$ cat src/rtl/alu_pkg.sv
// alu_pkg: opcodes, controller state encoding and opcode validity check shared by the ALU and its controller
package alu_pkg;
    localparam int OP_W = 6;

    localparam logic [OP_W-1:0] OP_ADD = 6'b100000;
    localparam logic [OP_W-1:0] OP_SUB = 6'b100010;
    localparam logic [OP_W-1:0] OP_AND = 6'b100100;
    localparam logic [OP_W-1:0] OP_OR  = 6'b100101;
    localparam logic [OP_W-1:0] OP_XOR = 6'b100110;
    localparam logic [OP_W-1:0] OP_SRA = 6'b000011;
    localparam logic [OP_W-1:0] OP_SRL = 6'b000010;
    localparam logic [OP_W-1:0] OP_NOR = 6'b100111;

    typedef enum logic [2:0] {
        ST_GET_A  = 3'd0,
        ST_GET_B  = 3'd1,
        ST_GET_OP = 3'd2,
        ST_EXEC   = 3'd3,
        ST_SEND   = 3'd4
    } state_t;

    function automatic logic is_valid_op(input logic [OP_W-1:0] op);
        return op inside {OP_ADD, OP_SUB, OP_AND, OP_OR, OP_XOR, OP_SRA, OP_SRL, OP_NOR};
    endfunction
endpackage

$ cat src/rtl/alu_uart_ctrl.sv
// alu_uart_ctrl: collects A, B, opcode bytes from the UART, runs the ALU and ships the result to the transmitter
module alu_uart_ctrl
    import alu_pkg::*;
#(
    parameter int N_BITS  = 8,
    parameter int N_OP    = 6,
    parameter int ALU_LAT = 1
) (
    input  logic              clock,
    input  logic              reset,
    input  logic [N_BITS-1:0] i_rx_data,
    input  logic              i_rx_done,
    input  logic [N_BITS-1:0] i_alu_res,
    output logic [N_BITS-1:0] o_A,
    output logic [N_BITS-1:0] o_B,
    output logic [N_OP-1:0]   o_OP,
    output logic [N_BITS-1:0] o_tx_data,
    output logic              o_tx_start,
    input  logic              i_tx_done,
    output logic              o_busy,
    output logic              o_err
);
    localparam int CW = (ALU_LAT > 0) ? $clog2(ALU_LAT + 1) : 1;
    localparam logic [CW-1:0] CNT_LAST = CW'(ALU_LAT);

    state_t            state_q, state_d;
    logic [N_BITS-1:0] a_q, a_d, b_q, b_d, tx_data_q, tx_data_d;
    logic [N_OP-1:0]   op_q, op_d;
    logic [CW-1:0]     cnt_q, cnt_d;
    logic              tx_start_q, tx_start_d, busy_q, busy_d, err_q, err_d;

    // next-state and registered-output computation; rx bytes are only looked at in the GET states
    always_comb begin
        state_d    = state_q;
        a_d        = a_q;
        b_d        = b_q;
        op_d       = op_q;
        tx_data_d  = tx_data_q;
        cnt_d      = cnt_q;
        tx_start_d = 1'b0;
        err_d      = 1'b0;
        unique case (state_q)
            ST_GET_A: if (i_rx_done) begin
                a_d     = i_rx_data;
                state_d = ST_GET_B;
            end
            ST_GET_B: if (i_rx_done) begin
                b_d     = i_rx_data;
                state_d = ST_GET_OP;
            end
            ST_GET_OP: if (i_rx_done) begin
                if (is_valid_op(i_rx_data[N_OP-1:0])) begin
                    op_d    = i_rx_data[N_OP-1:0];
                    cnt_d   = '0;
                    state_d = ST_EXEC;
                end else begin
                    err_d   = 1'b1;
                    state_d = ST_GET_A;
                end
            end
            ST_EXEC: if (cnt_q == CNT_LAST) begin
                tx_data_d  = i_alu_res;
                tx_start_d = 1'b1;
                state_d    = ST_SEND;
            end else begin
                cnt_d = cnt_q + 1'b1;
            end
            ST_SEND: if (i_tx_done) state_d = ST_GET_A;
            default: state_d = ST_GET_A;
        endcase
        busy_d = (state_d == ST_EXEC) || (state_d == ST_SEND);
    end

    // state and output registers, cleared asynchronously while reset is low
    always_ff @(posedge clock or negedge reset) begin
        if (!reset) begin
            state_q    <= ST_GET_A;
            a_q        <= '0;
            b_q        <= '0;
            op_q       <= '0;
            tx_data_q  <= '0;
            cnt_q      <= '0;
            tx_start_q <= 1'b0;
            busy_q     <= 1'b0;
            err_q      <= 1'b0;
        end else begin
            state_q    <= state_d;
            a_q        <= a_d;
            b_q        <= b_d;
            op_q       <= op_d;
            tx_data_q  <= tx_data_d;
            cnt_q      <= cnt_d;
            tx_start_q <= tx_start_d;
            busy_q     <= busy_d;
            err_q      <= err_d;
        end
    end

    assign o_A        = a_q;
    assign o_B        = b_q;
    assign o_OP       = op_q;
    assign o_tx_data  = tx_data_q;
    assign o_tx_start = tx_start_q;
    assign o_busy     = busy_q;
    assign o_err      = err_q;
endmodule

$ cat config.mk
export PLATFORM = sky130hd
export DESIGN_NAME = alu_uart_ctrl
export DESIGN_NICKNAME = d
export VERILOG_FILES = /design/src/rtl/alu_pkg.sv /design/src/rtl/alu_uart_ctrl.sv
export SDC_FILE = /design/constraint.sdc
export NUM_CORES = 1
export LEC_CHECK = 0
export ABC_AREA = 1
export CAP_MARGIN = 5
export CORE_ASPECT_RATIO = 2
export CORE_UTILIZATION = 45
export DETAILED_ROUTE_END_ITERATION = 8
export HOLD_SLACK_MARGIN = 0.06
export PLACE_DENSITY = 0.8
export SETUP_SLACK_MARGIN = 0.1
export SYNTH_ARGS = -nofsm -noshare
export SYNTH_HDL_FRONTEND = slang
export SYNTH_SLANG_ARGS = --single-unit
$ cat constraint.sdc
create_clock -name clock -period 3.4 [get_ports clock]
set_input_delay 0.68 -clock clock [delete_from_list [all_inputs] [get_ports clock]]
set_output_delay 0.68 -clock clock [all_outputs]
set_load 0.05 [all_outputs]
After elaboration in Yosys (flattened, before gate mapping) --
Index checks and enable logic that the tools add are counted.
Operators by class: add/subtract/negate cells 1, multiply operators 0, div/mod/pow operators 0, magnitude comparators 0, eq/ne operators 16, shift-type cells 0, mux-type cells 16, bitwise operators 0, reduce and logical (&&, ||, !) cells 9
Operator list (count):
- 6-bit == test, second input constant | 6
- 3-bit 2-to-1 mux | 5
- 3-bit one-hot mux with 5 select lines | 1
- 6-bit by 2-bit == test with 1-bit output, second input constant | 2
- 3-bit by 2-bit == test with 1-bit output, second input constant | 3
- 1-bit 2-to-1 mux | 8
- 8-bit nonzero test | 1
- 3-bit == test, second input constant | 2
- 2-bit AND reduction | 3
- 3-bit AND reduction | 2
- 2-bit != test, second input constant | 2
- 3-bit by 1-bit == test with 1-bit output, second input constant | 1
- 3-bit zero test | 1
- 2-bit 2-to-1 mux | 1
- 1-bit one-hot mux with 2 select lines | 1
- 2-bit nonzero test | 1
- 1-bit adder, second input constant | 1
- 1-bit logical OR | 1
Storage, ports and cells: flip-flop bits (word level) 37, latch bits 0, memory bits (writable) 0, memory bits (read-only) 0, input bits 20, output and inout bits 33, word-level logic and storage cells 51, memories 0

Logic depth before layout (Yosys ltp) --
Gate-level depths: netlist (run 1).
word-level depth 7, gate-level depth with buffers 9, depth with buffers taken out 8

Worst setup path before layout (run 1) --
Ideal clock, no wire load.
path type input to register, start input port i_rx_data[2], end register op_q[0], in the netlist o_OP[0], setup time 0.122 ns, arrival time 1.253 ns, data required time 3.278 ns, path slack 2.025 ns, stages 7, buffers on the path 1, cell sequence inv_2 > a21oi_1 > nor2_1 > nand2_1 > buf_6 > nand2_1 > o21ai_1
On the way: longest elaborated chain between the ends 3, elaborated cells between the ends (all ways) 10, classes of those cells eq/ne: 8; reduce/logical: 2
RTL lines:
- from (decl) | line alu_uart_ctrl.sv:11 | input logic [N_BITS-1:0] i_rx_data,
- 6-bit == test or 6-bit by 2-bit == test with 1-bit output (tied branches) | line alu_pkg.sv:23 | return op inside {OP_ADD, OP_SUB, OP_AND, OP_OR, OP_XOR, OP_SRA, OP_SRL, OP_NOR};
- 8-bit nonzero test * | line alu_pkg.sv:23
- 3-bit AND reduction (no source line) *
- to (signal assigned) | line alu_uart_ctrl.sv:90 | op_q <= op_d;
- to (decl) | line alu_uart_ctrl.sv:28 | logic [N_OP-1:0] op_q, op_d;
Mark *: on every way between the ends. The rest lies on a longest branch, timed or not. A chain may end at the register's enable or synchronous reset.

Final worst setup path (run 1) --
start register tx_data_q[4], in the netlist o_tx_data[4], end output port o_tx_data[4]
RTL lines:
- from (decl) | line alu_uart_ctrl.sv:27 | logic [N_BITS-1:0] a_q, a_d, b_q, b_d, tx_data_q, tx_data_d;
- from (signal assigned) | line alu_uart_ctrl.sv:91 | tx_data_q <= tx_data_d;
- to (decl) | line alu_uart_ctrl.sv:17 | output logic [N_BITS-1:0] o_tx_data,
No word-level cell between the ends.

==> reports/metrics.yaml, run 1 <==
timing.rr.end: "o_busy"
die_area_mm2: 0.00353
synth_edf_count: 0
max_freq_ghz: 0.466
min_period_ns: 2.14
slew_headroom: 0.458
seq_area_um2: 926
fp.dieW_um: 42.5
fin_nets: 230
initial_core_util: 0.468
hold_ws_ns: 0.482
p_switching_uw: 1170
portBuffers: 52
synth_cell_types: 19
cp_slowest_cell: "clkdlybuf4s50_1"
hold_path_class: "in -> async"
diodes: 0
rsz0062_at_grt: "false"
synthesis.nets: 174
cts_sinks: 37
outcome: "complete, no violations"
area_delta_synth_final_pct: 43.5
drc: 0
ys_seq_elements: 37
hold_viol_final: 0
clock_latency_ns: 0.29
final_cell_mix: "nand2_1 (54), clkdlybuf4s50_1 (51), dfrtp_1 (37), inv_1 (13), o21ai_1 (12)"
place_hpwl_mm: 2.39
intPower_uw: 1290
cts.clk_slew.worst_paths_ns: 0.07
syn_area_mm2: 0.00148
cts_tree: "yes"
htreeDepth: 2
netlist_instances: 154
synth_top_area_frac: 0.626
gp_congestion: 0.787
power_frac_seq: 0.303
ctsHoldBuffers: 0
power_frac_comb: 0.538
path_class: "reg -> out"
syn_avg_cell_area_um2: 9.60
slowest_delay_ns: 0.82
core_area_mm2: 0.00316
leakagePower_uw: 0.00105
cts_root_buffer: "clkbuf_8"
worstPathRequired_ns: 2.72
routed_wl_mm: 3.24
startpoint_type: "register"
die_h_um: 83.1
post_cts_buffers: 0
grt_pass1_wl_mm: 5.63
async_flop_share: 1.00
final-max-slew-violation-count: 0
ir_drop_uv: 649
worst-r2r-cell-count: 7
rows: 29
worst_setup_path_end_kind: "primary output"
grt_max_degree: 38
drt-initial-drc-count: 25
wl_per_cell_um: 13.4
grt_use_total: 0.215
cp_cell_sequence: "clkdlybuf4s50_1"
yosysSeqAreaShare: 0.626
timing.critical_path.buf_inv: 1
clockBufferDepth: 2
drive_above_1_share: 0.128
fin_crit_sh: 0.631
synth_flop_cell: "dfrtp_1"
fin_worst_skew_ns: 0.00898
worst-path-max-fanout: 2
startpoint: "o_tx_data[4]"
mostFrequentLayoutCell: "nand2_1"
ios: 53
yosysTopAreaCell: "dfrtp_1"
via_per_inst: 4.99
grt_pass1_vias: 1293
dr.pass1.iters: 4
yosysWarningCount: 0
setup_violations: 0
switching_share: 0.476
cp_top_family: "buffers and inverters"
numCtsBuffers: 5
worstMarginPinSlew_ns: 0.812
powerDensity_mw_per_mm2: 1160
post_cts_resize_count: 0
maxCapViolations: 0
r2r_setup_slack_ns: 1.96
multi_input_area_um2: 457
grt_overflow: 0
drt.antenna.violating_nets: 0
fin_setup_tns_ns: 0
synthTopCellsByArea: "dfrtp_1 (63%), nand2_1 (14%), o21ai_2 (4.7%)"
nFillCells: 261
vias: 1207
arrival_ns: 1.46
antenna_found_initial: 0
clock_power_share: 0.159
path_depth: 1
rr_startpoint: "state_q[0]"
-- power groups by stage --
stage               clock network (uW)  logic, uW  registers [uW]
finish                             392       1330             747
global route                       415       1410             770
CTS                                401       1340             749
detailed placement                   0       1330             755
global placement                     0       1310             742
floorplan                            0        293            1340
-- metal layers --
layer  global-route usage  up-vias  part of all wire
met2                0.365       43              0.56
met5                    0        -                 0
met4                0.131        0             0.035
met1                0.226      566              0.35
li1                     -      588                 -
met3               0.0587       10             0.049
-- layout make-up --
type / instances / share of cell area
Clock buffer: 7 / 0.0407
Clock inverter: 1 / 0.0142
Inverter: 18 / 0.0324
Multi-Input combinational cell: 96 / 0.215
Sequential cell: 37 / 0.436
Tap cell: 31 / 0.0183
Timing Repair Buffer: 52 / 0.243
-- Yosys cell counts (2+ instances only) --
cell	instances
o21ai_2	8
inv_2	4
dfrtp_1	37
buf_6	2
nand2_1	54
nand2_2	2
nor2_1	10
inv_1	13
nand3_2	2
nand3_1	2
o21ai_1	12
-- cell families (layout without fill, tap and decap cells) --
kind of cell / count (synthesis) / count (layout) / synth area share
AOI/OAI and AO/OA: 22 / 22 / 0.0964
DFF: 37 / 37 / 0.626
and+or+nand+nor: 74 / 74 / 0.212
buffers and inverters: 21 / 78 / 0.0651
-- worst max path at each step --
stage	to	slack (ns)
2_1_floorplan	o_OP[0]	2.02
3_3_place_gp	o_busy	1.23
3_5_place_dp	o_busy	1.20
4_1_cts	o_B[6]	1.24
5_1_grt	o_tx_data[1]	1.21
6_report	o_tx_data[4]	1.26
-- metrics by stage --
step,instance area [um^2],worst slack [ns],instances,util,total power [uW]
5_1_grt,2120,1.21,242,0.672,2600
3_5_place_dp,2010,1.20,234,0.635,2090
4_1_cts,2120,1.24,242,0.672,2490
6_report,2120,1.26,242,0.672,2470
2_1_floorplan,1480,2.02,154,-,1630
3_3_place_gp,2010,1.23,234,0.635,2050
-- flip-flops by register name, summed over array words and instances, names as in the netlist, 3 cells and up --
signal / count
state_q: 3
o_A: 8
o_B: 8
o_OP: 6
o_tx_data: 8
No activity file was read; power rests on OpenSTA's default activity.
==> run 2, diff against run 1 <==
--- a/config.mk
+++ b/config.mk
@@ -8,10 +8,10 @@
 export ABC_AREA = 1
 export CAP_MARGIN = 5
 export CORE_ASPECT_RATIO = 2
-export CORE_UTILIZATION = 45
+export CORE_UTILIZATION = 44
 export DETAILED_ROUTE_END_ITERATION = 8
 export HOLD_SLACK_MARGIN = 0.06
-export PLACE_DENSITY = 0.8
+export PLACE_DENSITY = 0.79
 export SETUP_SLACK_MARGIN = 0.1
 export SYNTH_ARGS = -nofsm -noshare
 export SYNTH_HDL_FRONTEND = slang
==> constraint.sdc (replaced) <==
create_clock -name clock -period 2.15 [get_ports clock]
set_input_delay 0.43 -clock clock [delete_from_list [all_inputs] [get_ports clock]]
set_output_delay 0.43 -clock clock [all_outputs]
set_load 0.05 [all_outputs]
==> run 2 against run 1 <==
  * Sequential power is 57% higher
  * First-iteration DRC count is 12% lower
  * Worst setup slack got worse by 1.0 ns
  * Clock skew down 0.0014 ns
  * Total power up 58%
  * Largest cell class unchanged
==> reports/metrics.yaml, run 2 (synthesis results as in run 1) <==
clockBufferDepth: 2
maxCapViolations: 0
cp_top_family: "buffers and inverters"
fin_setup_tns_ns: 0
outcome: "complete, no violations"
final_cell_mix: "nand2_1 (54), clkdlybuf4s50_1 (51), dfrtp_1 (37), inv_1 (13), o21ai_1 (12)"
die_h_um: 84.0
drc: 0
htreeDepth: 2
wl_per_cell_um: 13.3
place_hpwl_mm: 2.43
cts_sinks: 37
cp_slowest_cell: "clkdlybuf4s50_1"
grt_pass1_wl_mm: 5.56
clock_latency_ns: 0.28
slowest_delay_ns: 0.82
grt_overflow: 0
fin_nets: 232
placed_area_mm2: 0.00202
grt_pass1_vias: 1255
worst-r2r-cell-count: 7
grt_max_degree: 38
rows: 29
fin_worst_skew_ns: 0.00758
gp_congestion: 0.766
ios: 53
seq_area_um2: 926
final_core_util: 0.669
drive_above_1_share: 0.136
slew_headroom: 0.468
min_period_ns: 1.90
path_class: "reg -> out"
leakagePower_uw: 0.00106
area_delta_synth_final_pct: 44.5
die_area_mm2: 0.00361
gr-usage-met1: 0.253
timing.critical_path.buf_inv: 1
fp.dieW_um: 43.0
arrival_ns: 1.47
startpoint_type: "register"
routed_wl_mm: 3.25
initial_core_util: 0.463
worstPathRequired_ns: 1.72
worst-path-max-fanout: 2
vias: 1189
post_cts_buffers: 0
post_cts_resize_count: 0
worstMarginPinSlew_ns: 0.798
drt.antenna.violating_nets: 0
r2r_setup_slack_ns: 0.80
timing.rr.end: "o_busy"
core_area_mm2: 0.00319
dr.pass1.iters: 4
fin_area_mm2: 0.00214
nFillCells: 263
rr_startpoint: "state_q[2]"
setup_violations: 0
mostFrequentLayoutCell: "nand2_1"
cp_cell_sequence: "clkdlybuf4s50_1"
worst_setup_path_end_kind: "primary output"
rsz0062_at_grt: "false"
via_per_inst: 4.87
drt-initial-drc-count: 22
diodes: 0
fin_crit_sh: 0.882
hold_viol_final: 0
grt_use_total: 0.201
multi_input_area_um2: 457
use_met3: 0.0411
ir_drop_uv: 1190
final-max-slew-violation-count: 0
cts_root_buffer: "clkbuf_8"
ctsHoldBuffers: 0
antenna_found_initial: 0
portBuffers: 52
grt.busiest_layer: "met2"
powerDensity_mw_per_mm2: 1820
max_freq_ghz: 0.527
cts.clk_slew.worst_paths_ns: 0.08
hold_path_class: "in -> async"
gr-usage-met2: 0.325
cts_tree: "yes"
numCtsBuffers: 5
[run 2: cell types whose count changed in the layout (fill, tap and decap cells not counted), sizes merged]
| cell | delta |
|---|---|
| buf | +2 |
[run 2: routing by layer]
layer  part of all wire  up-vias
met2               0.54       40
met3              0.052        4
met4              0.014        0
li1                   -      593
met5                  0        -
met1               0.40      552
[run 2: worst max path at each step]
stage | endpoint | cells past startpoint | start | slack (ns)
finish | o_tx_data[3] | 1 | o_tx_data[3] | 0.25
global route | o_OP[2] | 1 | o_OP[2] | 0.22
CTS | o_OP[2] | 1 | o_OP[2] | 0.24
detailed placement | o_busy | 9 | i_rx_data[2] | 0.35
global placement | cnt_q | 8 | i_rx_data[2] | 0.39
floorplan | o_OP[0] | 7 | i_rx_data[2] | 1.02
[run 2: area by class of cell]
cell class,count,area share
inverters,18,0.0322
flip-flops and latches,37,0.433
repair buffers,54,0.248
multi-input cells,96,0.214
clock buffers,7,0.0404
clock inverters,1,0.0141
well taps,31,0.0181
[run 2: power by group]
| group | switching [uW] | internal, uW | leakage [uW] | total, uW |
|---|---|---|---|---|
| clock network | 227 | 378 | 0.0000585 | 605 |
| logic | 1430 | 683 | 0.000538 | 2110 |
| registers | 175 | 999 | 0.000461 | 1170 |
| total | 1830 | 2060 | 0.00106 | 3890 |
[run 2: metrics by stage]
step	setup WS, ns	power [uW]	hold WS, ns	cells
after detailed placement	0.351	3310	0.469	236
after CTS	0.244	3920	0.259	244
after floorplan	1.02	2580	0.134	154
after global routing	0.223	4080	0.286	244
final	0.254	3890	0.227	244
after global placement	0.387	3250	0.464	236
==> run 3, diff against run 2 <==
--- a/config.mk
+++ b/config.mk
@@ -7,7 +7,7 @@
 export LEC_CHECK = 0
 export ABC_AREA = 1
 export CAP_MARGIN = 5
-export CORE_ASPECT_RATIO = 2
+export CORE_ASPECT_RATIO = 0.6
 export CORE_UTILIZATION = 44
 export DETAILED_ROUTE_END_ITERATION = 8
 export HOLD_SLACK_MARGIN = 0.06
==> constraint.sdc (replaced) <==
create_clock -name clock -period 2 [get_ports clock]
set_input_delay 0.2 -clock clock [delete_from_list [all_inputs] [get_ports clock]]
set_output_delay 0.2 -clock clock [all_outputs]
set_load 0.05 [all_outputs]
==> run 3 against run 2 <==
  * Clock power fell by 15%
  * Non-clock buffer count did not move
  * Worst setup slack improved by 0.064 ns
  * Critical path type unchanged
  * Sequential share of layout area rose by 0.23 points
  * Global-route usage rose by 0.68 points
  * First-iteration DRC count rose by 100%
  * Core utilization rose by 3.4 points
  * Final cell count rose by 4.1%
  * Hold slack improved by 0.11 ns
  * Critical path depth did not move
==> reports/metrics.yaml, run 3 (synthesis results as in run 1) <==
outcome: "complete, no violations"
grt_pass1_wl_mm: 5.41
fin_nets: 232
worstPathRequired_ns: 1.80
worst_setup_path_end_kind: "primary output"
clockBufferDepth: 2
drt-initial-drc-count: 45
portBuffers: 52
ir_drop_uv: 1010
cts.clk_slew.worst_paths_ns: 0.07
leakagePower_uw: 0.00104
min_period_ns: 1.68
pre_cts_ws_ns: 0.374
setup_violations: 0
fin_setup_tns_ns: 0
worst-r2r-cell-count: 7
rr_startpoint: "state_q[0]"
cts_root_buffer: "clkbuf_8"
hold_viol_final: 0
antenna_found_initial: 0
max_freq_ghz: 0.595
cts_tree: "yes"
diodes: 0
place_inst: 247
fin_worst_skew_ns: 0.00284
ctsHoldBuffers: 0
final-max-slew-violation-count: 0
dr.pass1.iters: 4
final_core_util: 0.704
rows: 15
grt_use_total: 0.207
cts_sinks: 37
initial_core_util: 0.489
area_delta_synth_final_pct: 43.7
post_cts_resize_count: 0
drt.antenna.violating_nets: 0
post_cts_buffers: 0
grt_pass1_vias: 1127
worst-path-max-fanout: 2
cp_top_family: "buffers and inverters"
arrival_ns: 1.48
mostFrequentLayoutCell: "nand2_1"
worstMarginPinSlew_ns: 0.518
htreeDepth: 2
numCtsBuffers: 5
ios: 53
slowest_delay_ns: 0.82
place_hpwl_mm: 2.52
fin_crit_sh: 0.841
timing.rr.end: "o_busy"
maxCapViolations: 0
slew_headroom: 0.654
cp_cell_sequence: "clkdlybuf4s50_1"
cp_slowest_cell: "clkdlybuf4s50_1"
grt_max_degree: 38
drive_above_1_share: 0.127
vias: 1172
grt_overflow: 0
gp_congestion: 0.798
wl_per_cell_um: 13.2
total_power_uw: 4050
routed_wl_mm: 3.35
r2r_setup_slack_ns: 0.62
powerDensity_mw_per_mm2: 1910
timing.critical_path.buf_inv: 1
clock_latency_ns: 0.28
die_h_um: 46.9
hold_path_class: "in -> async"
core_area_mm2: 0.00302
die_area_mm2: 0.00360
path_class: "reg -> out"
final_cell_mix: "nand2_1 (54), clkdlybuf4s50_1 (52), dfrtp_1 (37), inv_1 (13), o21ai_1 (12)"
setup_slack_ns: 0.318
fp.dieW_um: 76.8
drc: 0
layoutNonFillerInstCount: 254
via_per_inst: 4.61
rsz0062_at_grt: "false"
startpoint_type: "register"
==> run 3: cell count changes in the layout (fill, tap and decap cells not counted) <==
cell	delta
buf_2	-1
bufinv_16	-1
clkdlybuf4s50_1	+1
==> run 3: area by class of cell <==
cell class,count,area [um^2]
inverter,18,68.8
tap,42,52.6
multi-input combinational,96,457
sequential,37,926
timing repair buffer,54,536
clock buffer,7,86.3
fill,229,896
==> run 3: report_power, final <==
group	internal (uW)	switching, uW
Sequential	1070	194
Clock	273	239
Combinational	726	1550
Total	2070	1980
==> run 3: metal layers <==
metal | vias to the layer above | global-route usage | share of wire
met5 | - | 0 | 0
met4 | 0 | 0.0885 | 0.012
met3 | 6 | 0.0738 | 0.040
met2 | 26 | 0.329 | 0.46
met1 | 546 | 0.268 | 0.49
li1 | 594 | - | -
==> run 3: how the worst max path moves through the flow <==
stage | startpoint | end | cells after the start
2_1_floorplan | state_q[0] | o_A[5] | 5
3_3_place_gp | i_rx_data[2] | o_busy | 8
3_5_place_dp | i_rx_data[2] | o_OP[2] | 8
4_1_cts | o_A[3] | o_A[3] | 1
5_1_grt | o_OP[0] | o_OP[0] | 1
6_report | o_OP[0] | o_OP[0] | 1
==> run 3: through the flow <==
step	instance area [um^2]	hold slack, ns
4_1_cts	2130	0.350
2_1_floorplan	1480	-0.0956
5_1_grt	2130	0.364
3_3_place_gp	2040	0.463
3_5_place_dp	2040	0.468
6_report	2130	0.335
